==> src/rtl/fb_pkg.sv <==
`default_nettype none
// ============================================================================
// Module   : fb_pkg
// Brief    : Shared constants, write-request record and FSM states for the
//            framebuffer SRAM arbiter.
// Revision : 1.0 - initial release
// ============================================================================
package fb_pkg;

    localparam int SCREEN_W = 400;
    localparam int SCREEN_H = 300;
    localparam int COLOR_W  = 6;
    localparam int COORD_W  = 9;

    typedef struct packed {
        logic [COORD_W-1:0] x;
        logic [COORD_W-1:0] y;
        logic [COLOR_W-1:0] color;
    } fb_wr_t;

    typedef enum logic [0:0] {
        IDLE  = 1'b0,
        CLEAR = 1'b1
    } fb_state_e;

    // Zero-extends a pixel colour onto the 16-bit SRAM data bus.
    function automatic logic [15:0] fb_color_to_word(input logic [COLOR_W-1:0] color);
        return {{(16-COLOR_W){1'b0}}, color};
    endfunction

endpackage
`default_nettype wire

==> src/rtl/fb_wr_fifo.sv <==
`default_nettype none
// ============================================================================
// Module   : fb_wr_fifo
// Brief    : Synchronous FIFO of pixel writes with registered full/empty flags.
// Revision : 1.0 - initial release
// ============================================================================
module fb_wr_fifo #(
    parameter int DEPTH = 8
) (
    input  logic           clk_i,
    input  logic           rst_i,
    input  logic           push_i,
    input  fb_pkg::fb_wr_t data_i,
    input  logic           pop_i,
    output fb_pkg::fb_wr_t head_o,
    output logic           full_o,
    output logic           empty_o
);
    import fb_pkg::*;

    localparam int AW = $clog2(DEPTH);
    localparam logic [AW:0] FULL_CNT = (AW+1)'(DEPTH);

    fb_wr_t        mem_q [DEPTH];
    logic [AW-1:0] wptr_q, rptr_q;
    logic [AW:0]   count_q, count_d;
    logic          full_q, empty_q;
    logic          do_push, do_pop;

    assign do_push = push_i && !full_q;
    assign do_pop  = pop_i && !empty_q;

    always_comb begin
        count_d = count_q;
        case ({do_push, do_pop})
            2'b10:   count_d = count_q + 1'b1;
            2'b01:   count_d = count_q - 1'b1;
            default: count_d = count_q;
        endcase
    end

    always_ff @(posedge clk_i) begin
        if (do_push) begin
            mem_q[wptr_q] <= data_i;
        end
    end

    // Pointers wrap naturally because DEPTH is a power of two.
    always_ff @(posedge clk_i) begin
        if (rst_i) begin
            wptr_q  <= '0;
            rptr_q  <= '0;
            count_q <= '0;
            full_q  <= 1'b0;
            empty_q <= 1'b1;
        end else begin
            if (do_push) wptr_q <= wptr_q + 1'b1;
            if (do_pop)  rptr_q <= rptr_q + 1'b1;
            count_q <= count_d;
            full_q  <= (count_d == FULL_CNT);
            empty_q <= (count_d == '0);
        end
    end

    assign head_o  = mem_q[rptr_q];
    assign full_o  = full_q;
    assign empty_o = empty_q;

endmodule
`default_nettype wire

==> src/rtl/fb_sram_arbiter.sv <==
`default_nettype none
// ============================================================================
// Module   : fb_sram_arbiter
// Brief    : Shares the framebuffer SRAM port between VGA reads (priority),
//            queued game-logic writes and a screen-clear engine.
//            Optional macro ARB_STATS_EN enables the writer stall counter.
// Revision : 1.0 - initial release
// ============================================================================
module fb_sram_arbiter #(
    parameter int SCREEN_W = fb_pkg::SCREEN_W,
    parameter int SCREEN_H = fb_pkg::SCREEN_H,
    parameter int WQ_DEPTH = 8
) (
    input  logic                       clk50M,
    input  logic                       rst,
    input  logic                       disp_active,
    input  logic [8:0]                 disp_x,
    input  logic [8:0]                 disp_y,
    input  logic                       wr_req,
    input  logic [8:0]                 wr_x,
    input  logic [8:0]                 wr_y,
    input  logic [fb_pkg::COLOR_W-1:0] wr_data,
    output logic                       wr_ready,
    input  logic                       clear_start,
    input  logic [fb_pkg::COLOR_W-1:0] clear_color,
    output logic                       clear_busy,
    output logic                       mem_read,
    output logic                       mem_write,
    output logic [8:0]                 mem_x,
    output logic [8:0]                 mem_y,
    output logic [15:0]                mem_wdata,
    output logic [15:0]                stall_cycles
);
    import fb_pkg::*;

    localparam logic [COORD_W-1:0] LAST_X = COORD_W'(SCREEN_W - 1);
    localparam logic [COORD_W-1:0] LAST_Y = COORD_W'(SCREEN_H - 1);

    fb_state_e          state_q;
    logic [COORD_W-1:0] cx_q, cy_q;
    logic [COLOR_W-1:0] color_q;
    logic               busy_q;

    fb_wr_t fifo_in, fifo_head;
    logic   fifo_full, fifo_empty, fifo_push, fifo_pop, in_range;

    assign in_range  = (wr_x <= LAST_X) && (wr_y <= LAST_Y);
    assign wr_ready  = !rst && !fifo_full;
    // Out-of-range pixels complete the handshake but are never stored.
    assign fifo_push = wr_req && wr_ready && in_range;
    assign fifo_pop  = !rst && !disp_active && (state_q == IDLE) && !fifo_empty;
    assign fifo_in   = '{x: wr_x, y: wr_y, color: wr_data};

    fb_wr_fifo #(
        .DEPTH (WQ_DEPTH)
    ) u_fifo (
        .clk_i   (clk50M),
        .rst_i   (rst),
        .push_i  (fifo_push),
        .data_i  (fifo_in),
        .pop_i   (fifo_pop),
        .head_o  (fifo_head),
        .full_o  (fifo_full),
        .empty_o (fifo_empty)
    );

    always_comb begin
        mem_read  = 1'b0;
        mem_write = 1'b0;
        mem_x     = '0;
        mem_y     = '0;
        mem_wdata = '0;
        if (disp_active) begin
            mem_read = 1'b1;
            mem_x    = disp_x;
            mem_y    = disp_y;
        end else if (!rst) begin
            if (state_q == CLEAR) begin
                mem_write = 1'b1;
                mem_x     = cx_q;
                mem_y     = cy_q;
                mem_wdata = fb_color_to_word(color_q);
            end else if (!fifo_empty) begin
                mem_write = 1'b1;
                mem_x     = fifo_head.x;
                mem_y     = fifo_head.y;
                mem_wdata = fb_color_to_word(fifo_head.color);
            end
        end
    end

    always_ff @(posedge clk50M) begin
        if (rst) begin
            state_q <= IDLE;
            cx_q    <= '0;
            cy_q    <= '0;
            color_q <= '0;
            busy_q  <= 1'b0;
        end else begin
            case (state_q)
                IDLE: begin
                    if (clear_start) begin
                        state_q <= CLEAR;
                        cx_q    <= '0;
                        cy_q    <= '0;
                        color_q <= clear_color;
                        busy_q  <= 1'b1;
                    end
                end
                CLEAR: begin
                    // The raster only advances on cycles the display leaves free.
                    if (!disp_active) begin
                        if (cx_q == LAST_X) begin
                            cx_q <= '0;
                            if (cy_q == LAST_Y) begin
                                cy_q    <= '0;
                                state_q <= IDLE;
                                busy_q  <= 1'b0;
                            end else begin
                                cy_q <= cy_q + 1'b1;
                            end
                        end else begin
                            cx_q <= cx_q + 1'b1;
                        end
                    end
                end
                default: state_q <= IDLE;
            endcase
        end
    end

    assign clear_busy = busy_q;

`ifdef ARB_STATS_EN
    logic [15:0] stall_q;

    always_ff @(posedge clk50M) begin
        if (rst) begin
            stall_q <= '0;
        end else if (wr_req && !wr_ready && (stall_q != 16'hFFFF)) begin
            stall_q <= stall_q + 1'b1;
        end
    end

    assign stall_cycles = stall_q;
`else
    assign stall_cycles = '0;
`endif

endmodule
`default_nettype wire

==> config.mk <==
export PLATFORM = sky130hd
export DESIGN_NAME = fb_sram_arbiter
export DESIGN_NICKNAME = d
export VERILOG_FILES = /design/src/rtl/fb_pkg.sv /design/src/rtl/fb_wr_fifo.sv /design/src/rtl/fb_sram_arbiter.sv
export SDC_FILE = /design/constraint.sdc
export NUM_CORES = 1
export LEC_CHECK = 0
export ABC_AREA = 1
export CAP_MARGIN = 20
export CORE_MARGIN = 4
export CORE_UTILIZATION = 68
export CTS_CLUSTER_SIZE = 20
export DETAILED_ROUTE_END_ITERATION = 6
export DONT_BUFFER_PORTS = 1
export GPL_TIMING_DRIVEN = 0
export HOLD_SLACK_MARGIN = 0.03
export PLACE_DENSITY_LB_ADDON = 0.1
export SYNTH_ARGS = -nofsm -noshare
export SYNTH_HDL_FRONTEND = slang
export SYNTH_HIERARCHICAL = 1
export SYNTH_SLANG_ARGS = --single-unit
==> constraint.sdc <==
create_clock -name clk50M -period 10.9 [get_ports clk50M]
set_clock_uncertainty 0.15 [all_clocks]
set_input_delay 3.27 -clock clk50M [delete_from_list [all_inputs] [get_ports clk50M]]
set_output_delay 3.27 -clock clk50M [all_outputs]
set_load 0.05 [all_outputs]
# [Word-level counts from Yosys, hierarchy flattened]
# Memories as Yosys holds them, arrays and structs flattened. A register that Yosys moved wholly into a read port is not among the register bits.
# Cells that the tools add are included.
# W data, S select, Z words.
[totals] register_bits=38 latch_bits=0 ram_bits=192 romBits=0 in_bits=53 output_inout_bits=54 word_cells=87 n_memories=1
[memory_table] name="u_fifo.mem_q" words=8 word_bits=24 read_ports=1 rd_clocked_by_memory_dff=1 wr=1 line_no="fb_wr_fifo.sv:24" text="fb_wr_t mem_q [DEPTH];"
[classes] addsub=6 mul=0 n_div=0 order_cmp=2 eq_ne=9 n_shift=0 muxes=40 n_bitwise=1 n_reduce_logical=18
[ops] op="$mux W9" count=14
[ops] op="$pmux W9 S2" count=2
[ops] op="$mux W6" count=4
[ops] op="$add A9 B1 Y9 const B" count=2
[ops] op="$eq A9 B9 Y1 const B" count=2
[ops] op="$le A9 B9 Y1 const B" count=2
[ops] op="$mux W1" count=15
[ops] op="$logic_and A1 B1 Y1" count=9
[ops] op="$pmux W4 S2" count=1
[ops] op="$add A3 B1 Y3 const B" count=2
[ops] op="$mux W3" count=2
[ops] op="$add A4 B1 Y4 const B" count=1
[ops] op="$eq A4 B4 Y1 const B" count=1
[ops] op="$logic_not A1 Y1" count=4
[ops] op="$logic_not A4 Y1" count=1
[ops] op="$ne A2 B1 Y1 const B" count=2
[ops] op="$ne A2 B2 Y1 const B" count=2
[ops] op="$pmux W1 S2" count=2
[ops] op="$reduce_and A2 Y1" count=2
[ops] op="$reduce_and A4 Y1" count=1
[ops] op="$sub A4 B1 Y4 const B" count=1
[ops] op="$reduce_and A3 Y1" count=1
[ops] op="$eq A2 B1 Y1 const B" count=1
[ops] op="$eq A2 B2 Y1 const B" count=1
[ops] op="$not A1 Y1" count=1

# [Longest topological paths before layout]
[depth] depth_word=8 ltp_mapped=22 ltp_nobuf=20

# [Cells and area by module]
# The synthesis kept the hierarchy.
[by_module_without_submodules] module="fb_wr_fifo" n_inst=1 cells_per_inst=655 area_per_inst_um2=8214.1 seq_area_each_um2=6065.8
[by_module_without_submodules] module="fb_sram_arbiter" n_inst=1 cells_per_inst=326 area_per_inst_um2=2026.9 seq_area_each_um2=520.5

# [Worst setup path before layout]
# Ideal clock, no wire load.
[synth_timing] path_type="input port to output port" start="in rst" end="out mem_x[7]" arrival_time_ns=5.041 required_ns=7.480 path_slack_ns=2.439 cell_stages=7 path_buffers=2 cell_sequence="buf_2 -> inv_2 -> nand2_1 -> inv_1 -> buf_2 -> o21ai_0 -> o21ai_0"
[synth_between] elab_chain_len=2
[synth_lines] item="start: declaration" line_no="fb_sram_arbiter.sv:15" text="input logic rst,"
[synth_lines] item="$mux W9" line_no="fb_sram_arbiter.sv:77" text="end else if (!rst) begin"
[synth_lines] item="$mux W9" line_no="fb_sram_arbiter.sv:73" text="if (disp_active) begin"
[synth_lines] item="end: declaration" line_no="fb_sram_arbiter.sv:29" text="output logic [8:0] mem_x,"
# No other way between the ends.

# [Worst setup path after layout]
[layout_timing] start="in rst" end="out mem_y[7]"
[layout_between] elab_chain_len=2
[layout_lines] item="$mux W9" line_no="fb_sram_arbiter.sv:77"
[layout_lines] item="$mux W9" line_no="fb_sram_arbiter.sv:73"
[layout_lines] item="end: declaration" line_no="fb_sram_arbiter.sv:30" text="output logic [8:0] mem_y,"
# No other way between the ends.

==> impl_metrics.sql <==
INSERT INTO impl_metrics (metric_group, metric, value, unit) VALUES
('synth', 'synthTopCellsByCount', '231 x nor2_1, 192 x edfxtp_1, 122 x o21ai_0', ''),
('min_path', 'whs_path_depth', '2', ''),
('synth', 'synthesis.instances', '981', ''),
('clock_tree', 'clock_tree.buffer_depth', '3', ''),
('setup_path', 'worst_path_slowest_cell', 'a21oi_1', ''),
('setup_path', 'critPathKind', 'in2out', ''),
('global_route', 'grt.overflow.total', '0', ''),
('synth', 'post-synth-top-area-fraction', '56.3', '%'),
('floorplanning', 'num_rows', '44', ''),
('detailed_routing', 'wirelength', '24400', 'um'),
('detailed_routing', 'drcViolationCount', '0', ''),
('detailed_routing', 'drt_first_iter_violations', '925', ''),
('timing', 'setup-tns-final', '0', 'ns'),
('setup_path', 'worst_r2r_path_depth', '8', ''),
('power', 'leakage_power_total', '0.00420', 'uW'),
('setup_path', 'worstSetupStartpointType', 'input port', ''),
('clock_tree', 'clk_pin_slew_worst_paths', '0.06', 'ns'),
('clock_tree', 'clockRootBuffer', 'clkbuf_16', ''),
('synth', 'yosys.cell_count.top_type', 'nor2_1', ''),
('setup_path', 'worstReg2RegStart', 'u_fifo/full_o$_SDFF_PP0_', ''),
('setup_path', 'timing.critical_path.mode_cell', 'nand2_1', ''),
('clock_tree', 'cts_num_sinks', '233', ''),
('final_layout', 'area.growth.synth_to_final', '11.4', '%'),
('global_route', 'grt_max_degree', '25', ''),
('synth', 'synth_area', '10200', 'sq um'),
('detailed_routing', 'final_antenna_net_count', '0', ''),
('setup_path', 'critPathRequiredTime', '7.48', 'ns'),
('power', 'ir_drop', '0.000178', 'V'),
('final_layout', 'finalNetCount', '1096', ''),
('synth', 'post-synth-top-area-cell', 'edfxtp_1', ''),
('min_path', 'class_of_the_most_critical_hold_timing_path', 'reg2reg', ''),
('setup_path', 'max_stage_delay', '0.88', 'ns'),
('timing', 'fmax', '116', 'MHz'),
('synth', 'synth.ff_latch_count', '233', ''),
('floorplanning', 'dieHeight', '131', 'um'),
('synth', 'synth-seq-area-share', '64.3', '%'),
('timing', 'final-setup-viol-count', '0', ''),
('flow_run', 'drv.max_cap_violation_count', '0', ''),
('synth', 'post_synthesis_mean_instance_area', '10.4', 'sq um'),
('setup_path', 'timing.critical_path.fanout_max', '8', ''),
('min_path', 'worst_hold_path.endpoint', 'cy_q[7]$_SDFFE_PP0P_', ''),
('timing', 'report.final.slew_viol_count', '0', ''),
('synth', 'synth_edf_count', '192', ''),
('power', 'power_density', '162', 'nW/um^2'),
('clock_tree', 'post_cts_buffers', '0', ''),
('global_route', 'vias_in_the_first_global_route', '6876', ''),
('placement', 'gpl.final_weighted_congestion', '0.942', ''),
('synth', 'ys_top_cells_by_area', 'edfxtp_1 56%, nor2_1 8.5%, dfxtp_1 8.0%', ''),
('detailed_routing', 'route.vias.total', '7436', ''),
('synth', 'yosys.cell_types.count', '35', ''),
('floorplanning', 'io-pin-count', '107', ''),
('timing', 'tightest_pin_transition', '1.14', 'ns'),
('global_route', 'grt_usage', '28.5', '%'),
('clock_tree', 'ctsHoldBuffers', '0', ''),
('setup_path', 'reg2reg_setup_slack', '7.17', 'ns'),
('placement', 'hpwlAfterDp', '16600', 'um'),
('final_layout', 'post_route_cells_drive_above_1_share', '12.0', '%'),
('clock_tree', 'post_cts_resized', '0', ''),
('final_layout', 'finalCoreUtilization', '77.9', '%'),
('run_status', 'status', 'finished clean', ''),
('timing', 'layout_min_cycle_time', '8.64', 'ns'),
('clock_tree', 'worst_skew_pair.late_latency', '0.51', 'ns'),
('final_layout', 'antenna_cells', '0', ''),
('setup_path', 'crit-reg2reg-capture', 'u_fifo/mem_q[0][7]$_DFFE_PP_', ''),
('setup_path', 'timing.critical_path.to_type', 'output pin', ''),
('clock_tree', 'cts_tree', 'built', ''),
('floorplanning', 'die_width', '131', 'um'),
('final_layout', 'fillers', '945', ''),
('clock_tree', 'cts-htree-levels', '1', ''),
('timing', 'timing.final.hold_violations', '0', ''),
('min_path', 'min_from', 'cy_q[7]$_SDFFE_PP0P_', '');
==> where the power goes <==
part           internal [uW]  switching, uW  leakage [uW]  total (uW)
Clock                    410            306      0.000326         716
Combinational           36.0            114       0.00181         150
Sequential               974           8.72       0.00206         983
==> stage by stage <==
stage	std cells	area (sq um)	power (uW)	setup slack, ns	hold slack, ns
global placement	1190	10600	1140	2.10	0.289
global route	1238	11400	1910	2.12	0.329
detailed placement	1196	10700	1150	2.25	0.300
finish	1238	11400	1850	2.26	0.309
floorplan	1006	10300	1120	2.44	0.276
CTS	1238	11400	1860	2.25	0.310
==> routing by layer <==
| metal | part of all wire, % | global-route usage [%] |
|---|---|---|
| met1 | 40 | 39.2 |
| met2 | 48 | 45.8 |
| met3 | 10 | 5.98 |
| met4 | 2.8 | 9.62 |
| met5 | 0 | 0 |
==> worst max-delay path, delay by kind of cell <==
family                 cells  cell delay [ns]
AOI/OAI and AO/OA          2             1.10
and+or+nand+nor            2             0.54
buffers and inverters      2             0.30
==> sequential cells by signal (all words and copies together), names as in the netlist, named ones only <==
register / cells
u_fifo/mem_q: 192
state_q: 1
cx_q: 9
u_fifo/rptr_q: 3
u_fifo/full_o: 1
cy_q: 9
clear_busy: 1
u_fifo/empty_o: 1
u_fifo/wptr_q: 3
color_q: 6
u_fifo/count_q: 4
==> cells in the final DEF (no fill, tap or decap), types with 3 or more instances in the layout <==
master / Yosys / layout
inv_1: 52 / 52
buf_8: 0 / 3
o21ai_1: 19 / 32
ha_1: 6 / 6
o21ai_0: 122 / 109
nor2_1: 231 / 223
xor2_1: 6 / 6
buf_6: 7 / 7
a31oi_1: 25 / 25
nand2_2: 5 / 5
clkinv_1: 0 / 9
clkbuf_1: 17 / 22
nor2_2: 2 / 8
nand3_2: 4 / 4
buf_16: 0 / 3
conb_1: 1 / 26
edfxtp_1: 192 / 192
nor3_1: 4 / 4
nand2_4: 6 / 6
inv_2: 5 / 5
buf_2: 21 / 21
buf_4: 31 / 31
nand3_1: 23 / 23
a32oi_1: 4 / 4
clkbuf_16: 0 / 23
nand2_1: 86 / 86
dfxtp_1: 41 / 41
o22ai_1: 24 / 24
a21oi_1: 29 / 29
a32o_1: 6 / 6
==> cell type report <==
class | instances | area [sq um] | share of cell area (%)
flip-flops and latches | 233 | 6590 | 57.7
multi-input cells | 639 | 3080 | 27.0
clock buffers | 28 | 594 | 5.21
plain buffers | 76 | 480 | 4.21
well taps | 184 | 230 | 2.02
inverters | 58 | 219 | 1.92
repair buffers | 6 | 128 | 1.12
clock inverters | 14 | 90.1 | 0.790
==> logic make-up (layout without fill, tap and decap cells) <==
family	count (synthesis)	after routing	synth area share (%)
AND/OR/NAND/NOR	367	367	14.9
flip-flops	233	233	64.3
AO/OA/AOI/OAI	232	232	12.5
buffers and inverters	134	182	6.83
XOR/XNOR	8	8	0.684
adder cells (fa/ha/maj)	6	6	0.733
other	1	26	0.0366
==> worst max path at each step <==
| stage | startpoint | end | slack [ns] | cells after the start |
|---|---|---|---|---|
| after detailed placement | rst | mem_y[7] | 2.25 | 6 |
| after global placement | rst | mem_x[3] | 2.10 | 7 |
| after global routing | rst | mem_y[7] | 2.12 | 6 |
| final | rst | mem_y[7] | 2.26 | 6 |
| after floorplan | rst | mem_x[7] | 2.44 | 7 |
| after CTS | rst | mem_y[7] | 2.25 | 6 |
Note: power is estimated with default switching activity, not from simulation.
